==> src/rtl/key_schedule_ctrl_pkg.sv <==
// rtl/key_schedule_ctrl_pkg.sv - shared types and constants for the AES-128 key schedule controller
//
// Contents:
//   ks_state_t  controller state (IDLE / EXPAND / DONE)
//   NR, NUM_RK  round count and number of stored round keys
//   rk_t        128-bit round key, row-major bytes (byte 15 = row0/col0)
//   RCON        round constant table, indexed by round counter 0..9
//   SBOX        AES forward S-box
//   rcon_of()   guarded RCON lookup (0 outside 0..9)

package key_schedule_ctrl_pkg;

   typedef enum logic [1:0] {
      IDLE   = 2'd0,
      EXPAND = 2'd1,
      DONE   = 2'd2
   } ks_state_t;

   localparam int NR     = 10;
   localparam int NUM_RK = 11;

   typedef logic [15:0][7:0] rk_t;

   localparam logic [7:0] RCON [NR] = '{
      8'h01, 8'h02, 8'h04, 8'h08, 8'h10, 8'h20, 8'h40, 8'h80, 8'h1b, 8'h36
   };

   localparam logic [7:0] SBOX [256] = '{
      8'h63, 8'h7c, 8'h77, 8'h7b, 8'hf2, 8'h6b, 8'h6f, 8'hc5, 8'h30, 8'h01, 8'h67, 8'h2b, 8'hfe, 8'hd7, 8'hab, 8'h76,
      8'hca, 8'h82, 8'hc9, 8'h7d, 8'hfa, 8'h59, 8'h47, 8'hf0, 8'had, 8'hd4, 8'ha2, 8'haf, 8'h9c, 8'ha4, 8'h72, 8'hc0,
      8'hb7, 8'hfd, 8'h93, 8'h26, 8'h36, 8'h3f, 8'hf7, 8'hcc, 8'h34, 8'ha5, 8'he5, 8'hf1, 8'h71, 8'hd8, 8'h31, 8'h15,
      8'h04, 8'hc7, 8'h23, 8'hc3, 8'h18, 8'h96, 8'h05, 8'h9a, 8'h07, 8'h12, 8'h80, 8'he2, 8'heb, 8'h27, 8'hb2, 8'h75,
      8'h09, 8'h83, 8'h2c, 8'h1a, 8'h1b, 8'h6e, 8'h5a, 8'ha0, 8'h52, 8'h3b, 8'hd6, 8'hb3, 8'h29, 8'he3, 8'h2f, 8'h84,
      8'h53, 8'hd1, 8'h00, 8'hed, 8'h20, 8'hfc, 8'hb1, 8'h5b, 8'h6a, 8'hcb, 8'hbe, 8'h39, 8'h4a, 8'h4c, 8'h58, 8'hcf,
      8'hd0, 8'hef, 8'haa, 8'hfb, 8'h43, 8'h4d, 8'h33, 8'h85, 8'h45, 8'hf9, 8'h02, 8'h7f, 8'h50, 8'h3c, 8'h9f, 8'ha8,
      8'h51, 8'ha3, 8'h40, 8'h8f, 8'h92, 8'h9d, 8'h38, 8'hf5, 8'hbc, 8'hb6, 8'hda, 8'h21, 8'h10, 8'hff, 8'hf3, 8'hd2,
      8'hcd, 8'h0c, 8'h13, 8'hec, 8'h5f, 8'h97, 8'h44, 8'h17, 8'hc4, 8'ha7, 8'h7e, 8'h3d, 8'h64, 8'h5d, 8'h19, 8'h73,
      8'h60, 8'h81, 8'h4f, 8'hdc, 8'h22, 8'h2a, 8'h90, 8'h88, 8'h46, 8'hee, 8'hb8, 8'h14, 8'hde, 8'h5e, 8'h0b, 8'hdb,
      8'he0, 8'h32, 8'h3a, 8'h0a, 8'h49, 8'h06, 8'h24, 8'h5c, 8'hc2, 8'hd3, 8'hac, 8'h62, 8'h91, 8'h95, 8'he4, 8'h79,
      8'he7, 8'hc8, 8'h37, 8'h6d, 8'h8d, 8'hd5, 8'h4e, 8'ha9, 8'h6c, 8'h56, 8'hf4, 8'hea, 8'h65, 8'h7a, 8'hae, 8'h08,
      8'hba, 8'h78, 8'h25, 8'h2e, 8'h1c, 8'ha6, 8'hb4, 8'hc6, 8'he8, 8'hdd, 8'h74, 8'h1f, 8'h4b, 8'hbd, 8'h8b, 8'h8a,
      8'h70, 8'h3e, 8'hb5, 8'h66, 8'h48, 8'h03, 8'hf6, 8'h0e, 8'h61, 8'h35, 8'h57, 8'hb9, 8'h86, 8'hc1, 8'h1d, 8'h9e,
      8'he1, 8'hf8, 8'h98, 8'h11, 8'h69, 8'hd9, 8'h8e, 8'h94, 8'h9b, 8'h1e, 8'h87, 8'he9, 8'hce, 8'h55, 8'h28, 8'hdf,
      8'h8c, 8'ha1, 8'h89, 8'h0d, 8'hbf, 8'he6, 8'h42, 8'h68, 8'h41, 8'h99, 8'h2d, 8'h0f, 8'hb0, 8'h54, 8'hbb, 8'h16
   };

   function automatic logic [7:0] rcon_of(input logic [3:0] rc);
      logic [7:0] r;
      r = 8'h00;
      if (rc < 4'(NR)) r = RCON[rc];
      return r;
   endfunction

endpackage

==> src/rtl/key_schedule_ctrl_keyexpand.sv <==
// rtl/key_schedule_ctrl_keyexpand.sv - one-round combinational AES-128 key expander
//
// Ports:
//   rk_cur  in   current round key, row-major bytes (byte 15 = row0/col0)
//   rc      in   round counter 0..9, selects the round constant
//   rk_nxt  out  next round key, same byte layout

module keyexpand
   import key_schedule_ctrl_pkg::*;
(
   input  logic [15:0][7:0] rk_cur,
   input  logic [3:0]       rc,
   output logic [15:0][7:0] rk_nxt
);

   // Columns packed as {row0,row1,row2,row3}; column c lives at bytes 15-c, 11-c, 7-c, 3-c.
   logic [31:0] c0, c1, c2, c3;
   logic [31:0] n0, n1, n2, n3;
   logic [31:0] tmp;

   always_comb begin
      c0 = {rk_cur[15], rk_cur[11], rk_cur[7], rk_cur[3]};
      c1 = {rk_cur[14], rk_cur[10], rk_cur[6], rk_cur[2]};
      c2 = {rk_cur[13], rk_cur[9],  rk_cur[5], rk_cur[1]};
      c3 = {rk_cur[12], rk_cur[8],  rk_cur[4], rk_cur[0]};

      // RotWord then SubWord on the last column; rcon lands on row 0.
      tmp = {SBOX[c3[23:16]] ^ rcon_of(rc), SBOX[c3[15:8]], SBOX[c3[7:0]], SBOX[c3[31:24]]};

      n0 = c0 ^ tmp;
      n1 = c1 ^ n0;
      n2 = c2 ^ n1;
      n3 = c3 ^ n2;

      rk_nxt = {n0[31:24], n1[31:24], n2[31:24], n3[31:24],
                n0[23:16], n1[23:16], n2[23:16], n3[23:16],
                n0[15:8],  n1[15:8],  n2[15:8],  n3[15:8],
                n0[7:0],   n1[7:0],   n2[7:0],   n3[7:0]};
   end

endmodule

==> src/rtl/key_schedule_ctrl.sv <==
// rtl/key_schedule_ctrl.sv - sequential AES-128 key schedule controller with indexed round-key read port
//
// Accepts a cipher key over key_valid/key_ready, expands one round per cycle into
// an 11-entry round-key store, and serves stored keys through a registered read port.
// Optional build macro KEYSCHED_ZEROIZE_EN adds a synchronous key-material clear.
//
// Ports:
//   clk          in   clock, rising edge
//   rst_n        in   asynchronous active-low reset
//   key_in       in   cipher key, row-major bytes (byte 15 = row0/col0)
//   key_valid    in   key_in valid
//   key_ready    out  key can be accepted (IDLE or DONE)
//   busy         out  expansion in progress
//   sched_valid  out  all 11 round keys match the last accepted key
//   zeroize      in   (KEYSCHED_ZEROIZE_EN only) clear all key material, return to IDLE
//   rd_idx       in   round-key index 0..10
//   rd_key       out  round key for rd_idx sampled on the previous edge; 0 if index > 10

module key_schedule_ctrl
   import key_schedule_ctrl_pkg::*;
(
   input  logic             clk,
   input  logic             rst_n,
   input  logic [15:0][7:0] key_in,
   input  logic             key_valid,
   output logic             key_ready,
   output logic             busy,
   output logic             sched_valid,
`ifdef KEYSCHED_ZEROIZE_EN
   input  logic             zeroize,
`endif
   input  logic [3:0]       rd_idx,
   output logic [15:0][7:0] rd_key
);

   ks_state_t        state, state_nxt;
   logic [3:0]       cnt;
   logic             accept;
   logic [15:0][7:0] rk [NUM_RK];
   logic [15:0][7:0] rk_nxt;

   keyexpand u_keyexpand (
      .rk_cur (rk[cnt]),
      .rc     (cnt),
      .rk_nxt (rk_nxt)
   );

   always_ff @(posedge clk or negedge rst_n) begin
      if (!rst_n) begin
         state <= IDLE;
      end else begin
`ifdef KEYSCHED_ZEROIZE_EN
         if (zeroize) state <= IDLE;
         else
`endif
         state <= state_nxt;
      end
   end

   always_comb begin
      state_nxt   = state;
      key_ready   = 1'b0;
      busy        = 1'b0;
      sched_valid = 1'b0;
      accept      = 1'b0;
      case (state)
         IDLE: begin
            key_ready = 1'b1;
            if (key_valid) begin
               accept    = 1'b1;
               state_nxt = EXPAND;
            end
         end
         EXPAND: begin
            busy = 1'b1;
            if (cnt == 4'(NR - 1)) state_nxt = DONE;
         end
         DONE: begin
            key_ready   = 1'b1;
            sched_valid = 1'b1;
            if (key_valid) begin
               accept    = 1'b1;
               state_nxt = EXPAND;
            end
         end
         default: state_nxt = IDLE;
      endcase
   end

   always_ff @(posedge clk or negedge rst_n) begin
      if (!rst_n) begin
         cnt    <= '0;
         rd_key <= '0;
         for (int i = 0; i < NUM_RK; i++) rk[i] <= '0;
      end else begin
`ifdef KEYSCHED_ZEROIZE_EN
         if (zeroize) begin
            cnt    <= '0;
            rd_key <= '0;
            for (int i = 0; i < NUM_RK; i++) rk[i] <= '0;
         end else
`endif
         begin
            // Read sees storage before this edge's write, so reads during EXPAND may be stale.
            rd_key <= (rd_idx <= 4'(NR)) ? rk[rd_idx] : '0;
            if (accept) begin
               rk[0] <= key_in;
               cnt   <= '0;
            end else if (state == EXPAND) begin
               rk[cnt + 4'd1] <= rk_nxt;
               cnt            <= (cnt == 4'(NR - 1)) ? 4'd0 : cnt + 4'd1;
            end
         end
      end
   end

endmodule

==> config.mk <==
export PLATFORM = sky130hd
export DESIGN_NAME = key_schedule_ctrl
export DESIGN_NICKNAME = d
export VERILOG_FILES = /design/src/rtl/key_schedule_ctrl_pkg.sv /design/src/rtl/key_schedule_ctrl_keyexpand.sv /design/src/rtl/key_schedule_ctrl.sv
export SDC_FILE = /design/constraint.sdc
export NUM_CORES = 2
export LEC_CHECK = 0
export ABC_AREA = 1
export CAP_MARGIN = 20
export CELL_PAD_IN_SITES_DETAIL_PLACEMENT = 0
export CELL_PAD_IN_SITES_GLOBAL_PLACEMENT = 1
export CORE_MARGIN = 8
export CORE_UTILIZATION = 50
export DETAILED_ROUTE_END_ITERATION = 8
export PLACE_DENSITY_LB_ADDON = 0.1
export SLEW_MARGIN = 15
export SYNTH_ARGS = -nofsm -noshare
export SYNTH_HDL_FRONTEND = slang
export SYNTH_SLANG_ARGS = --single-unit
==> constraint.sdc <==
create_clock -name clk -period 11.31 [get_ports clk]
set_input_delay 1.6965 -clock clk [delete_from_list [all_inputs] [get_ports clk]]
set_output_delay 1.6965 -clock clk [all_outputs]
set_load 0.1 [all_outputs]
==> results by group <==
Place
  • DP HPWL: 280000 µm
  • Placed inst area: 0.0954 mm²
  • Placed insts: 14700
  • Weighted congestion reported at the end of routability-driven placement: 1.06
  • IO buf count: 265

Yosys
  • Sequential element share of the synthesized area: 41.5%
  • Predominant post-synthesis flop cell: sky130_fd_sc_hd__dfrtp_1
  • Fraction of post-synthesis cell area in the top cell type by area: 41.5%
  • Mean post-synth cell area: 7.22 µm²
  • Total of warnings raised by yosys: 0
  • Number of distinct library cell variants in the gate-level netlist after synthesis: 60
  • Post-synthesis instance area: 0.0929 mm²
  • Synthesized Nets: 13100
  • Share of synthesized flip-flops with an asynchronous set or reset: 100%
  • Flip-flop and latch count after synthesis: 1542
  • Number of enable-type register cells in the synthesized netlist: 0
  • Top post-synthesis cells by area: sky130_fd_sc_hd__dfrtp_1 42%, sky130_fd_sc_hd__nand2_1 15%, sky130_fd_sc_hd__nand3_1 9.7%
  • Cell taking the most area after synthesis: sky130_fd_sc_hd__dfrtp_1
  • Number of standard cells after synthesis: 12900

Critical path
  • Setup Crit Path Kind: register to register
  • Dominant cell type by count on the critical path: sky130_fd_sc_hd__nand2_1
  • Depth of the worst register-to-register path: 26
  • Required time at the worst-slack endpoint: 12.04 ns
  • FF-to-FF setup slack: 3.42 ns
  • End of the worst register-to-register path: rk[611]
  • Crit path capture type: register
  • Worst reg2reg path startpoint: cnt[1]
  • CP max-delay cell: sky130_fd_sc_hd__buf_4
  • Kind of launch point of the worst setup path: register
  • Critical path data arrival time: 8.62 ns
  • Peak fanout along the critical path: 46
  • Critical Path Source: cnt[1]
  • Longest individual stage delay on the worst path: 0.78 ns

STA
  • Max-slew violation count: 0
  • Transition time at the pin with the least slew margin: 1.29 ns
  • Final setup fails: 0
  • Slew Limit Headroom: 14.0%
  • Setup TNS: 0 ns
  • Setup repair after global routing missed its margin: no
  • Ratio of final minimum period to clock period: 69.8%
  • Worst-case clock skew: 0.0642 ns
  • Achievable Freq: 127 MHz
  • Final Hold Vio Count: 0
  • Minimum period implied by the final worst setup slack: 7.89 ns

Floorplanning
  • Initial cell density of the core: 50.2%
  • Io pins: 266
  • Width of the die: 447 µm
  • Y dimension of the die: 447 µm
  • Die area: 0.200 mm²
  • Cell Rows: 158
  • Placeable core region: 0.185 mm²

CTS
  • Clock input transition at the sequential cells of the worst setup and hold paths: 0.07 ns
  • Hold bufs inserted after CTS: 0
  • Number of buffers added by the clock tree synthesis step: 175
  • Number of buffers inserted to repair setup after CTS: 0
  • TritonCTS clock tree: built
  • Clk sinks: 1542
  • Number of gates given a new drive strength after cts: 0
  • Root Buffer: sky130_fd_sc_hd__clkbuf_16
  • Total number of H-tree levels: 4
  • Clock latency on the worst-skew pair: 0.88 ns
  • Maximum number of buffers from clock root to sink: 3

Cells and area
  • Finished Cell Area: 0.101 mm²
  • Area growth from synthesis to layout: 9.25%
  • Fraction of layout instances using a drive strength above 1: 5.37%
  • Number of standard cells in the final layout excluding fillers: 15100
  • Post-layout nets: 12600
  • Final-layout fill cell count: 17800

Hold path
  • Worst-case hold path end point: rk[773]
  • Worst Hold Class: register to register
  • Hold path cells: 2
  • Launch instance of the worst min-delay path: rk[773]

Run status
  • Status: finished with violations
  • Failing checks: design-rule violations

Detailed routing
  • Violation count after the first detailed-routing iteration: 17600
  • First-pass iteration count of the detailed router: 9
  • Wire length per cell: 31.1 µm
  • Total number of vias: 103000
  • Routed wire length: 468000 µm
  • DRC errors left: 2
  • Residual antenna-violating net count after detailed routing: 0
  • Average via count per standard cell: 6.81

Global routing
  • Global-route wire length before repair: 671000 µm
  • Tot GR Track Use: 44.8%
  • Pin count of the biggest net entering global routing: 178
  • Antenna violations before repair: 18
  • Vias in the first global route: 96500
  • Remaining global-route overflow: 0

Run
  • Maximum capacitance violations: 0
[logic make-up after synthesis]
| family | share of synthesized area, % |
|---|---|
| and+or+nand+nor | 28.8 |
| DFF | 41.5 |
| AOI/OAI and AO/OA | 20.3 |
| buffers and inverters | 8.57 |
| adders and majority gates | 0.741 |
| xor gates and xnor gates | 0.0849 |
[worst max-delay path by stage]
stage	end	slack, ns	depth (start not counted)
4_1_cts	rk[867]	3.98	27
2_1_floorplan	rk[640]	7.11	10
6_report	rk[611]	3.42	26
3_3_place_gp	rk[1282]	3.95	23
3_5_place_dp	rk[867]	4.00	27
5_1_grt	rk[739]	3.32	26
[flip-flops by register name, summed over array words and instances, names as in the netlist]
signal and count:
cnt 4, rd_key 128, rk 1408, state 2
[critical path, delay by kind of cell, from the launching register on]
kind,cells,cell delay (ns)
flip-flops,1,0.41
adder cells (fa/ha/maj),1,0.35
AND/OR/NAND/NOR,20,5.35
buffers and inverters,3,1.24
AO/OA/AOI/OAI,2,0.30
[stage by stage]
stage	util [%]	setup WS (ns)	hold WS [ns]
final	54.8	3.42	0.481
after global routing	54.8	3.32	0.497
after CTS	54.8	3.98	0.483
after detailed placement	51.6	4.00	0.467
after global placement	51.5	3.95	0.464
after floorplan	-	7.11	0.449
[layout make-up]
| cell class | count | area [µm²] | share of cell area [%] |
|---|---|---|---|
| clock buffers | 261 | 5130 | 5.06 |
| clock inverters | 52 | 856 | 0.843 |
| multi-input cells | 9520 | 46600 | 45.9 |
| repair buffers | 468 | 4420 | 4.36 |
| well taps | 2480 | 3100 | 3.06 |
| inverters | 715 | 2780 | 2.74 |
| flip-flops and latches | 1542 | 38600 | 38.0 |
| diodes | 15 | 37.5 | 0.0370 |
[layer usage]
metal	share of wire [%]	up-vias	GRT usage, %	routed length (µm)
met1	38	48900	59.7	175000
met3	15	1972	15.5	70100
met5	0.029	-	0	134
li1	-	43000	-	-
met4	7.3	20	26.8	34200
met2	40	8623	62.8	188000
[synthesized netlist by cell type, drive strengths merged, types with 7 or more instances]
library cell and instances:
nand4 71, ha 55, or2 17, dfrtp 1542, a31oi 100, nor2 665, buf 445, o211ai 88
a221oi 116, o22ai 290, clkbuf 652, inv 708, nand3b 14, o221ai 63, a21oi 380, o2111ai 78
clkinv 7, o21ai 1675, o21bai 16, nor3 10, nand2 3662, a22oi 188, a22o 19, a32o 129
nand3 1842
[placed cells by master (no fill, tap or decap), types with 11 or more instances in the layout]
master,Yosys,layout
sky130_fd_sc_hd__clkdlybuf4s50_1,0,260
sky130_fd_sc_hd__nand3_1,1798,1797
sky130_fd_sc_hd__clkbuf_16,0,176
sky130_fd_sc_hd__a22o_1,19,19
sky130_fd_sc_hd__o221ai_1,63,63
sky130_fd_sc_hd__inv_1,684,671
sky130_fd_sc_hd__clkbuf_8,0,42
sky130_fd_sc_hd__clkbuf_1,651,44
sky130_fd_sc_hd__o22ai_1,290,290
sky130_fd_sc_hd__o21ai_0,1643,1643
sky130_fd_sc_hd__nand2_2,38,37
sky130_fd_sc_hd__clkinv_2,0,22
sky130_fd_sc_hd__a31oi_1,100,100
sky130_fd_sc_hd__nor2_4,8,23
sky130_fd_sc_hd__a21oi_1,377,377
sky130_fd_sc_hd__buf_12,0,13
sky130_fd_sc_hd__a32o_1,129,129
sky130_fd_sc_hd__ha_1,55,55
sky130_fd_sc_hd__dfrtp_1,1542,1538
sky130_fd_sc_hd__nand2_1,3620,3616
sky130_fd_sc_hd__bufinv_16,0,13
sky130_fd_sc_hd__diode_2,0,15
sky130_fd_sc_hd__inv_6,0,15
sky130_fd_sc_hd__nor2_2,18,13
sky130_fd_sc_hd__nand3b_1,13,13
sky130_fd_sc_hd__nand3_2,42,43
sky130_fd_sc_hd__or2_2,11,11
sky130_fd_sc_hd__o211ai_1,87,87
sky130_fd_sc_hd__inv_2,24,20
sky130_fd_sc_hd__nand4_1,69,69
sky130_fd_sc_hd__a22oi_1,188,188
sky130_fd_sc_hd__o2111ai_1,78,78
sky130_fd_sc_hd__a221oi_1,115,115
sky130_fd_sc_hd__o21bai_1,16,16
sky130_fd_sc_hd__buf_4,119,188
sky130_fd_sc_hd__nor2_1,638,628
sky130_fd_sc_hd__o21ai_1,32,32
Power is not shown: default switching activity piles up to over one toggle a cycle in this logic, so the estimate is an artifact.
